### config.mk
export PLATFORM = sky130hd
export DESIGN_NAME = sum_display
export DESIGN_NICKNAME = d
export VERILOG_FILES = /design/src/rtl/sum_display_pkg.sv /design/src/rtl/seg7_hex.sv /design/src/rtl/sum_display.sv
export SDC_FILE = /design/constraint.sdc
export NUM_CORES = 1
export LEC_CHECK = 0
export ABC_AREA = 1
export CELL_PAD_IN_SITES_DETAIL_PLACEMENT = 0
export CELL_PAD_IN_SITES_GLOBAL_PLACEMENT = 1
export CORE_ASPECT_RATIO = 1.4
export CORE_MARGIN = 3
export CORE_UTILIZATION = 44
export DETAILED_ROUTE_END_ITERATION = 12
export PLACE_DENSITY = 0.86
export SYNTH_ARGS = -nofsm -noshare
export SYNTH_HDL_FRONTEND = slang
export SYNTH_SLANG_ARGS = --single-unit
export TNS_END_PERCENT = 5
### constraint.sdc
create_clock -name clk -period 2.49 [get_ports clk]
set_clock_uncertainty 0.15 [all_clocks]
set_input_delay 0.3735 -clock clk [delete_from_list [all_inputs] [get_ports clk]]
set_output_delay 0.3735 -clock clk [all_outputs]
set_load 0.05 [all_outputs]
### src/rtl/sum_display_pkg.sv
// Shared definitions for the sum_display output stage: FSM states, digit
// count, blank pattern and the active-low seven-segment glyph table
// ({g,f,e,d,c,b,a}, 0 = segment lit).
package sum_display_pkg;

  typedef enum logic [0:0] {
    ST_IDLE    = 1'b0,
    ST_CONVERT = 1'b1
  } state_e;

  localparam int unsigned NUM_DIGITS  = 4;
  localparam int unsigned DIGIT_IDX_W = $clog2(NUM_DIGITS);

  localparam logic [6:0] SEG_BLANK = 7'b1111111;

  localparam logic [6:0] SEG_HEX [16] = '{
    7'b1000000, // 0
    7'b1111001, // 1
    7'b0100100, // 2
    7'b0110000, // 3
    7'b0011001, // 4
    7'b0010010, // 5
    7'b0000010, // 6
    7'b1111000, // 7
    7'b0000000, // 8
    7'b0010000, // 9
    7'b0001000, // A
    7'b0000011, // b
    7'b1000110, // C
    7'b0100001, // d
    7'b0000110, // E
    7'b0001110  // F
  };

endpackage

### src/rtl/seg7_hex.sv
// Combinational 4-bit to seven-segment decoder, active-low outputs.
//   hex_i : nibble to display (0..F)
//   seg_o : segment cathodes {g,f,e,d,c,b,a}, 0 = lit
module seg7_hex
  import sum_display_pkg::*;
(
  input  logic [3:0] hex_i,
  output logic [6:0] seg_o
);

  always_comb begin
    seg_o = SEG_HEX[hex_i];
  end

endmodule

### src/rtl/sum_display.sv
// Output stage after the 4-bit CLA adder. Captures one result {C4,S} with its
// operands, converts the sum to two BCD digits by sequential double-dabble,
// and drives a 4-digit multiplexed seven-segment display:
//   digit 3 = A (hex), digit 2 = B (hex), digit 1 = sum tens, digit 0 = units.
// Ports:
//   clk, rst_n        : clock, asynchronous active-low reset
//   valid_in          : A_in/B_in/S_in/C4_in valid this cycle
//   ready_out         : high while idle (a new result can be accepted)
//   A_in, B_in        : operands, shown as hex
//   S_in, C4_in       : adder result, sum value = {C4_in, S_in}
//   an_out            : digit enables, active-low one-hot
//   seg_out           : segment cathodes, active-low {g,f,e,d,c,b,a}
module sum_display
  import sum_display_pkg::*;
#(
  parameter int unsigned DIGIT_CYCLES = 50000
) (
  input  logic       clk,
  input  logic       rst_n,
  input  logic       valid_in,
  output logic       ready_out,
  input  logic [3:0] A_in,
  input  logic [3:0] B_in,
  input  logic [3:0] S_in,
  input  logic       C4_in,
  output logic [3:0] an_out,
  output logic [6:0] seg_out
);

  localparam int unsigned CW = (DIGIT_CYCLES > 1) ? $clog2(DIGIT_CYCLES) : 1;
  localparam logic [CW-1:0] CNT_LAST = CW'(DIGIT_CYCLES - 1);

  state_e           state_q,  state_d;
  logic [3:0]       a_sh_q,   a_sh_d;
  logic [3:0]       b_sh_q,   b_sh_d;
  logic [4:0]       sum_sh_q, sum_sh_d;
  logic [3:0]       tens_q,   tens_d;
  logic [3:0]       units_q,  units_d;
  logic [2:0]       bitcnt_q, bitcnt_d;
  logic [3:0]       disp_a_q, disp_a_d;
  logic [3:0]       disp_b_q, disp_b_d;
  logic [3:0]       disp_t_q, disp_t_d;
  logic [3:0]       disp_u_q, disp_u_d;
  logic [CW-1:0]    ref_cnt_q, ref_cnt_d;
  logic [DIGIT_IDX_W-1:0] dig_idx_q, dig_idx_d;
  logic [3:0]       an_q,     an_d;
  logic [6:0]       seg_q,    seg_d;

  logic [3:0] adj_t, adj_u, tens_sh, units_sh;
  logic [3:0] nibble;
  logic [6:0] dec_seg;

  // Double-dabble step: add-3 correction, then shift {tens, units, sum} left.
  always_comb begin
    adj_t    = (tens_q  >= 4'd5) ? tens_q  + 4'd3 : tens_q;
    adj_u    = (units_q >= 4'd5) ? units_q + 4'd3 : units_q;
    tens_sh  = {adj_t[2:0], adj_u[3]};
    units_sh = {adj_u[2:0], sum_sh_q[4]};
  end

  always_comb begin
    state_d  = state_q;
    a_sh_d   = a_sh_q;
    b_sh_d   = b_sh_q;
    sum_sh_d = sum_sh_q;
    tens_d   = tens_q;
    units_d  = units_q;
    bitcnt_d = bitcnt_q;
    disp_a_d = disp_a_q;
    disp_b_d = disp_b_q;
    disp_t_d = disp_t_q;
    disp_u_d = disp_u_q;
    unique case (state_q)
      ST_IDLE: begin
        if (valid_in) begin
          a_sh_d   = A_in;
          b_sh_d   = B_in;
          sum_sh_d = {C4_in, S_in};
          tens_d   = '0;
          units_d  = '0;
          bitcnt_d = 3'd4;
          state_d  = ST_CONVERT;
        end
      end
      ST_CONVERT: begin
        tens_d   = tens_sh;
        units_d  = units_sh;
        sum_sh_d = {sum_sh_q[3:0], 1'b0};
        bitcnt_d = bitcnt_q - 3'd1;
        if (bitcnt_q == 3'd0) begin
          // Last shift: commit the post-shift digits directly.
          bitcnt_d = '0;
          disp_a_d = a_sh_q;
          disp_b_d = b_sh_q;
          disp_t_d = tens_sh;
          disp_u_d = units_sh;
          state_d  = ST_IDLE;
        end
      end
      default: state_d = ST_IDLE;
    endcase
  end

  // Refresh timing and registered digit drive; an/seg update together.
  always_comb begin
    ref_cnt_d = ref_cnt_q + 1'b1;
    dig_idx_d = dig_idx_q;
    if (ref_cnt_q == CNT_LAST) begin
      ref_cnt_d = '0;
      dig_idx_d = dig_idx_q + 1'b1;
    end
    unique case (dig_idx_q)
      2'd0:    nibble = disp_u_q;
      2'd1:    nibble = disp_t_q;
      2'd2:    nibble = disp_b_q;
      default: nibble = disp_a_q;
    endcase
    an_d  = ~(4'b0001 << dig_idx_q);
    seg_d = ((dig_idx_q == 2'd1) && (disp_t_q == 4'd0)) ? SEG_BLANK : dec_seg;
  end

  seg7_hex u_dec (
    .hex_i (nibble),
    .seg_o (dec_seg)
  );

  always_ff @(posedge clk or negedge rst_n) begin
    if (!rst_n) begin
      state_q   <= ST_IDLE;
      a_sh_q    <= '0;
      b_sh_q    <= '0;
      sum_sh_q  <= '0;
      tens_q    <= '0;
      units_q   <= '0;
      bitcnt_q  <= '0;
      disp_a_q  <= '0;
      disp_b_q  <= '0;
      disp_t_q  <= '0;
      disp_u_q  <= '0;
      ref_cnt_q <= '0;
      dig_idx_q <= '0;
      an_q      <= 4'b1110;
      seg_q     <= SEG_HEX[0];
    end else begin
      state_q   <= state_d;
      a_sh_q    <= a_sh_d;
      b_sh_q    <= b_sh_d;
      sum_sh_q  <= sum_sh_d;
      tens_q    <= tens_d;
      units_q   <= units_d;
      bitcnt_q  <= bitcnt_d;
      disp_a_q  <= disp_a_d;
      disp_b_q  <= disp_b_d;
      disp_t_q  <= disp_t_d;
      disp_u_q  <= disp_u_d;
      ref_cnt_q <= ref_cnt_d;
      dig_idx_q <= dig_idx_d;
      an_q      <= an_d;
      seg_q     <= seg_d;
    end
  end

  assign ready_out = (state_q == ST_IDLE);
  assign an_out    = an_q;
  assign seg_out   = seg_q;

endmodule

==> results.sh, run 1 <==
export IMPL_avgRoutedWirePerCell_um=12.6
export IMPL_clock_path_buffers=2
export IMPL_postLayoutCellArea_um2=4080
export IMPL_num_vias=2695
export IMPL_min_path_type="reg -> reg"
export IMPL_place_ws_ps=368
export IMPL_postSynthAreaPerCell_um2=8.33
export IMPL_placed_area_um2=3880
export IMPL_cp_data_arrival_time_ps=1740
export IMPL_grt_start_max_net_pins=49
export IMPL_syn_cell_area_um2=3500
export IMPL_final_cell_count_no_fill=555
export IMPL_core_um2=7550
export IMPL_slew_headroom_pct=59.3
export IMPL_endpoint_kind="output port"
export IMPL_synth_fp_nets=454
export IMPL_drv_cap=0
export IMPL_synth_seq_cells=70
export IMPL_drt_iter0_markers=114
export IMPL_synth_warnings=0
export IMPL_fin_nets=488
export IMPL_p_seq_share_pct=40.6
export IMPL_yosysUniqueCellTypes=33
export IMPL_grt_use_total_pct=16.9
export IMPL_dr_pass1_iters=4
export IMPL_final_max_slew_violation_count=0
export IMPL_fin_crit_ps=2270
export IMPL_required_ps=1970
export IMPL_start_kind="register"
export IMPL_drive_gt1_share_pct=8.30
export IMPL_cts_sinks=70
export IMPL_io_buffers=27
export IMPL_clockRootBuffer="clkbuf_8"
export IMPL_htreeDepth=3
export IMPL_fin_setup_tns_ps=0
export IMPL_holdCritStartpoint="ref_cnt_q[0]$_DFF_PN0_"
export IMPL_switchingPower_w=0.00166
export IMPL_power_frac_clock_pct=21.7
export IMPL_ir_drop_uv=833
export IMPL_finalHoldViolations=0
export IMPL_p_leak_nw=2.01
export IMPL_p_int_w=0.00254
export IMPL_cts_tree="done"
export IMPL_seq_area_frac_synth_pct=50.2
export IMPL_die_h_um=112
export IMPL_diodes=0
export IMPL_crit_type="reg -> out"
export IMPL_post_route_period_util_pct=91.0
export IMPL_areaGrowthSynthToFinish_pct=16.5
export IMPL_worstMarginPinSlew_ps=610
export IMPL_p_per_area_nw_per_um2=1030
export IMPL_wl_mm=6.99
export IMPL_insertion_delay_ps=350
export IMPL_comb_power_share_pct=37.6
export IMPL_die_area_um2=9070
export IMPL_place_hpwl_mm=5.21
export IMPL_placed_cells=539
export IMPL_syn_inst=420
export IMPL_setup_slack_ps=224
export IMPL_viasPerCell=4.86
export IMPL_antenna_found_initial=0
export IMPL_setup_viol=0
export IMPL_ios=28
export IMPL_rsz0062_at_grt="false"
export IMPL_num_rows=37
export IMPL_switching_share_pct=39.5
export IMPL_crit_start="state_q$_DFF_PN0_"
export IMPL_start_util_pct=46.4
export IMPL_fmax_mhz=441
export IMPL_regToRegStartpoint="dig_idx_q[0]$_DFFE_PN0N_"
export IMPL_drc_errors=0
export IMPL_grt_overflow=0
export IMPL_ant_nets=0
export IMPL_gp_congestion=0.851
export IMPL_grt_pass1_wl_mm=11.9
export IMPL_status="complete, no violations"
export IMPL_cts_buffers=9
export IMPL_clkTransAtPathRegs_ps=70
export IMPL_cp_max_fo=8
export IMPL_die_w_um=81.4
export IMPL_grt_pass1_vias=2715
==> final timing paths <==
kind / endpoint / slack (ps) / depth (start not counted)
worst max-delay path: ready_out / 220 / 2
worst min-delay path: ref_cnt_q[0]$_DFF_PN0_ / 320 / 1
worst max register to register: seg_out[3]$_DFF_PN0_ / 360 / 11
worst min register to register: ref_cnt_q[0]$_DFF_PN0_ / 320 / 1
max in group asynchronous: an_out[2]$_DFF_PN1_ / 1090 / 3
min in group asynchronous: seg_out[5]$_DFF_PN0_ / 410 / 2
==> metal layers <==
layer	share of wire [%]	track usage [%]	routed length, um
met3	3.2	3.96	221
met1	43	19.1	3010
met5	0	0	0
met2	51	28.9	3550
met4	3.0	8.79	212
==> Yosys cell counts <==
cell type / count / area (um2)
dfstp_2: 4 / 105
nand3_1: 30 / 150
inv_1: 55 / 206
xnor2_1: 1 / 8.76
a21oi_1: 5 / 25.0
buf_2: 4 / 20.0
or2_1: 1 / 6.26
o31ai_1: 1 / 7.51
nor4_2: 1 / 12.5
buf_6: 1 / 11.3
o211ai_1: 2 / 15.0
nand4_1: 5 / 31.3
inv_2: 4 / 15.0
clkbuf_1: 3 / 11.3
or2_0: 1 / 6.26
ha_1: 18 / 225
or2_2: 1 / 6.26
dfrtp_1: 66 / 1650
nand3_2: 1 / 10.0
o21ai_0: 29 / 145
nand2_1: 117 / 439
nor2_1: 38 / 143
and3_1: 1 / 6.26
a22oi_1: 1 / 7.51
o21ai_2: 1 / 8.76
nand2_2: 3 / 18.8
o22ai_1: 9 / 56.3
nor3_1: 2 / 10.0
o21ai_4: 1 / 16.3
nor2_2: 3 / 18.8
o21bai_1: 3 / 22.5
nand2_8: 1 / 20.0
xor2_1: 7 / 61.3
==> flip-flops by register name (all words and copies together) (netlist names) <==
name	flops
a_sh_q	4
disp_t_q	4
b_sh_q	4
disp_u_q	4
seg_out	7
disp_a_q	4
disp_b_q	4
state_q	1
bitcnt_q	3
dig_idx_q	2
sum_sh_q	5
tens_q	4
units_q	4
ref_cnt_q	16
an_out	4
==> logic make-up after synthesis <==
group | share of synthesized area, %
and+or+nand+nor | 25.1
DFF | 50.2
buffers and inverters | 7.55
AOI/OAI and AO/OA | 8.69
adders and majority gates | 6.44
xor gates and xnor gates | 2.00
==> worst max-delay path: stages (launching register included) <==
cell             delay, ps
dfrtp_1                480
inv_1                  110
clkdlybuf4s50_1        800
==> power by group through the flow <==
stage / clock (W) / sequential, W / combinational, W
final: 0.000911 / 0.00171 / 0.00158
after global routing: 0.000991 / 0.00174 / 0.00181
after CTS: 0.000934 / 0.00171 / 0.00161
after detailed placement: 0 / 0.00173 / 0.00160
after global placement: 0 / 0.00172 / 0.00155
after floorplan: 0 / 0.00182 / 0.00104
==> through the flow <==
step | utilization (%) | hold slack, ps | power, W
floorplan | - | -72.1 | 0.00286
global placement | 51.4 | 240 | 0.00327
detailed placement | 51.4 | 246 | 0.00333
CTS | 54.0 | 315 | 0.00425
global route | 54.0 | 353 | 0.00455
finish | 54.0 | 316 | 0.00420
==> area by class of cell <==
cell class / count / area (um2)
clock buffer: 11 / 141
inverter: 59 / 221
tap: 97 / 121
fill: 737 / 3470
timing repair buffer: 31 / 310
clock inverter: 4 / 47.5
multi-input combinational: 283 / 1480
sequential: 70 / 1760
==> placed cells by master, fill, tap and decap left out, types with 5 or more instances in the layout <==
cell type,instances
inv_1,55
o21ai_0,29
clkbuf_8,10
a21oi_1,5
nand2_1,117
clkdlybuf4s50_1,26
ha_1,18
xor2_1,7
o22ai_1,9
nand3_1,30
nand4_1,5
nor2_1,38
dfrtp_1,66
==> what timing repair did <==
item | 4_1_cts | 5_1_grt
resized for setup | 0 | 0
hold buffers | 1 | 0
buffers inserted | 0 | 0
hold endpoints to repair | 20 | 0
Note: power is estimated with default switching activity, not from simulation.
==> run 2, diff against run 1 <==
--- a/config.mk
+++ b/config.mk
@@ -13,6 +13,8 @@
 export CORE_UTILIZATION = 44
 export DETAILED_ROUTE_END_ITERATION = 12
 export PLACE_DENSITY = 0.86
+export REMOVE_ABC_BUFFERS = 1
+export SLEW_MARGIN = 5
 export SYNTH_ARGS = -nofsm -noshare
 export SYNTH_HDL_FRONTEND = slang
 export SYNTH_SLANG_ARGS = --single-unit
==> run 2 against run 1 <==
Effect of this change:
- sequential power about the same
- largest power group unchanged
- critical path depth decreased by 1
- largest cell class unchanged
- non-clock buffer count decreased by 1
- via count decreased by 1.1%
- sequential share of layout area decreased by 0.16 points
- critical endpoint is now seg_out[6]
- global-route usage decreased by 0.72 points
- clock-buffer cell count unchanged
- clock power increased by 8.5%
- highest routed layer unchanged
==> results.sh, run 2 (synthesis gave the netlist of run 1 again) <==
export IMPL_drv_cap=0
export IMPL_regMostFlops="ref_cnt_q"
export IMPL_path_cells="clkdlybuf4s50_1"
export IMPL_gp_congestion=0.901
export IMPL_setup_viol=0
export IMPL_layout_commonest_cell="nand2_1"
export IMPL_fmax_mhz=460
export IMPL_cts_tree="done"
export IMPL_ios=28
export IMPL_areaGrowthSynthToFinish_pct=17.0
export IMPL_final_max_slew_violation_count=0
export IMPL_die_h_um=112
export IMPL_clkTransAtPathRegs_ps=80
export IMPL_wl_mm=6.55
export IMPL_crit_slowest_cell="clkdlybuf4s50_1"
export IMPL_clock_path_buffers=2
export IMPL_grt_use_total_pct=16.2
export IMPL_largest_reg_flops=16
export IMPL_finalHoldViolations=0
export IMPL_grt_start_max_net_pins=45
export IMPL_die_area_um2=9070
export IMPL_io_buffers=27
export IMPL_num_rows=37
export IMPL_p_per_area_nw_per_um2=1040
export IMPL_grt_pass1_vias=2613
export IMPL_status="complete, no violations"
export IMPL_critical_path_buf_inv_count=1
export IMPL_ir_drop_uv=680
export IMPL_cp_data_arrival_time_ps=1650
export IMPL_dr_pass1_iters=4
export IMPL_start_util_pct=46.4
export IMPL_drive_gt1_share_pct=8.30
export IMPL_cts_buffers=9
export IMPL_diodes=0
export IMPL_placed_cells=538
export IMPL_drc_errors=0
export IMPL_insertion_delay_ps=340
export IMPL_post_cts_buffers=0
export IMPL_final_cell_mix="nand2_1, dfrtp_1, inv_1, nor2_1, nand3_1"
export IMPL_antenna_found_initial=0
export IMPL_required_ps=1970
export IMPL_die_w_um=81.4
export IMPL_core_um2=7550
export IMPL_fin_setup_tns_ps=0
export IMPL_crit_family="buffers and inverters"
export IMPL_worstMarginPinSlew_ps=638
export IMPL_num_vias=2665
export IMPL_htreeDepth=3
export IMPL_viasPerCell=4.80
export IMPL_cts_sinks=70
export IMPL_grt_overflow=0
export IMPL_place_hpwl_mm=4.90
export IMPL_clockRootBuffer="clkbuf_8"
export IMPL_min_path_type="reg -> reg"
export IMPL_endpoint_kind="output port"
export IMPL_grt_pass1_wl_mm=11.6
export IMPL_avgRoutedWirePerCell_um=11.8
export IMPL_fin_nets=487
export IMPL_crit_type="reg -> out"
export IMPL_post_route_period_util_pct=87.4
export IMPL_slew_headroom_pct=57.5
export IMPL_rsz0062_at_grt="false"
export IMPL_start_kind="register"
export IMPL_ant_nets=0
export IMPL_cp_slowest_stage_delay_ps=790
export IMPL_p_leak_nw=2.02
export IMPL_fin_crit_ps=2180
export IMPL_cp_max_fo=1
export IMPL_drt_iter0_markers=107
export IMPL_ctsResizeCount=0
export IMPL_final_cell_count_no_fill=555
run 2: cell type report:
cell class | count | area (um2)
Fill cell | 731 | 3450
Multi-Input combinational cell | 283 | 1480
Clock buffer | 11 | 131
Inverter | 59 | 221
Tap cell | 97 | 121
Sequential cell | 70 | 1760
Clock inverter | 5 | 82.6
Timing Repair Buffer | 30 | 300
run 2: worst paths after layout:
| check | to | cells after the start | slack, ps | startpoint |
|---|---|---|---|---|
| min in group asynchronous | seg_out[5]$_DFF_PN0_ | 2 | 440 | rst_n |
| max | seg_out[6] | 1 | 310 | seg_out[6]$_DFF_PN1_ |
| max in group asynchronous | an_out[3]$_DFF_PN1_ | 3 | 1030 | rst_n |
| max reg2reg | seg_out[3]$_DFF_PN0_ | 11 | 340 | dig_idx_q[0]$_DFFE_PN0N_ |
| min | ref_cnt_q[0]$_DFF_PN0_ | 1 | 310 | ref_cnt_q[0]$_DFF_PN0_ |
| min reg2reg | ref_cnt_q[0]$_DFF_PN0_ | 1 | 310 | ref_cnt_q[0]$_DFF_PN0_ |
run 2: through the flow:
stage	worst slack (ps)	area [um2]	hold WS (ps)	util, %	total power [W]
after detailed placement	368	3870	282	51.3	0.00329
final	314	4090	310	54.2	0.00425
after CTS	289	4090	312	54.2	0.00430
after floorplan	577	3460	-72.1	-	0.00283
after global routing	132	4090	338	54.2	0.00461
after global placement	443	3870	283	51.3	0.00326
run 2: power by group:
group	switching, W	internal [W]	total, W
logic	0.00101	0.000545	0.00156
registers	0.000205	0.00150	0.00170
clock network	0.000420	0.000568	0.000988
run 2: routing by layer:
layer	global-route usage [%]	part of all wire, %	up-vias
met2	26.2	50	40
li1	-	-	1398
met4	7.10	1.5	0
met1	20.2	45	1217
met3	4.13	3.3	10
met5	0	0	-
run 2: repair_timing:
action / in CTS / in global routing
endpoints found under the setup margin: 0 / 0
endpoints found under the hold margin: 24 / 0
hold buffers: 1 / 0
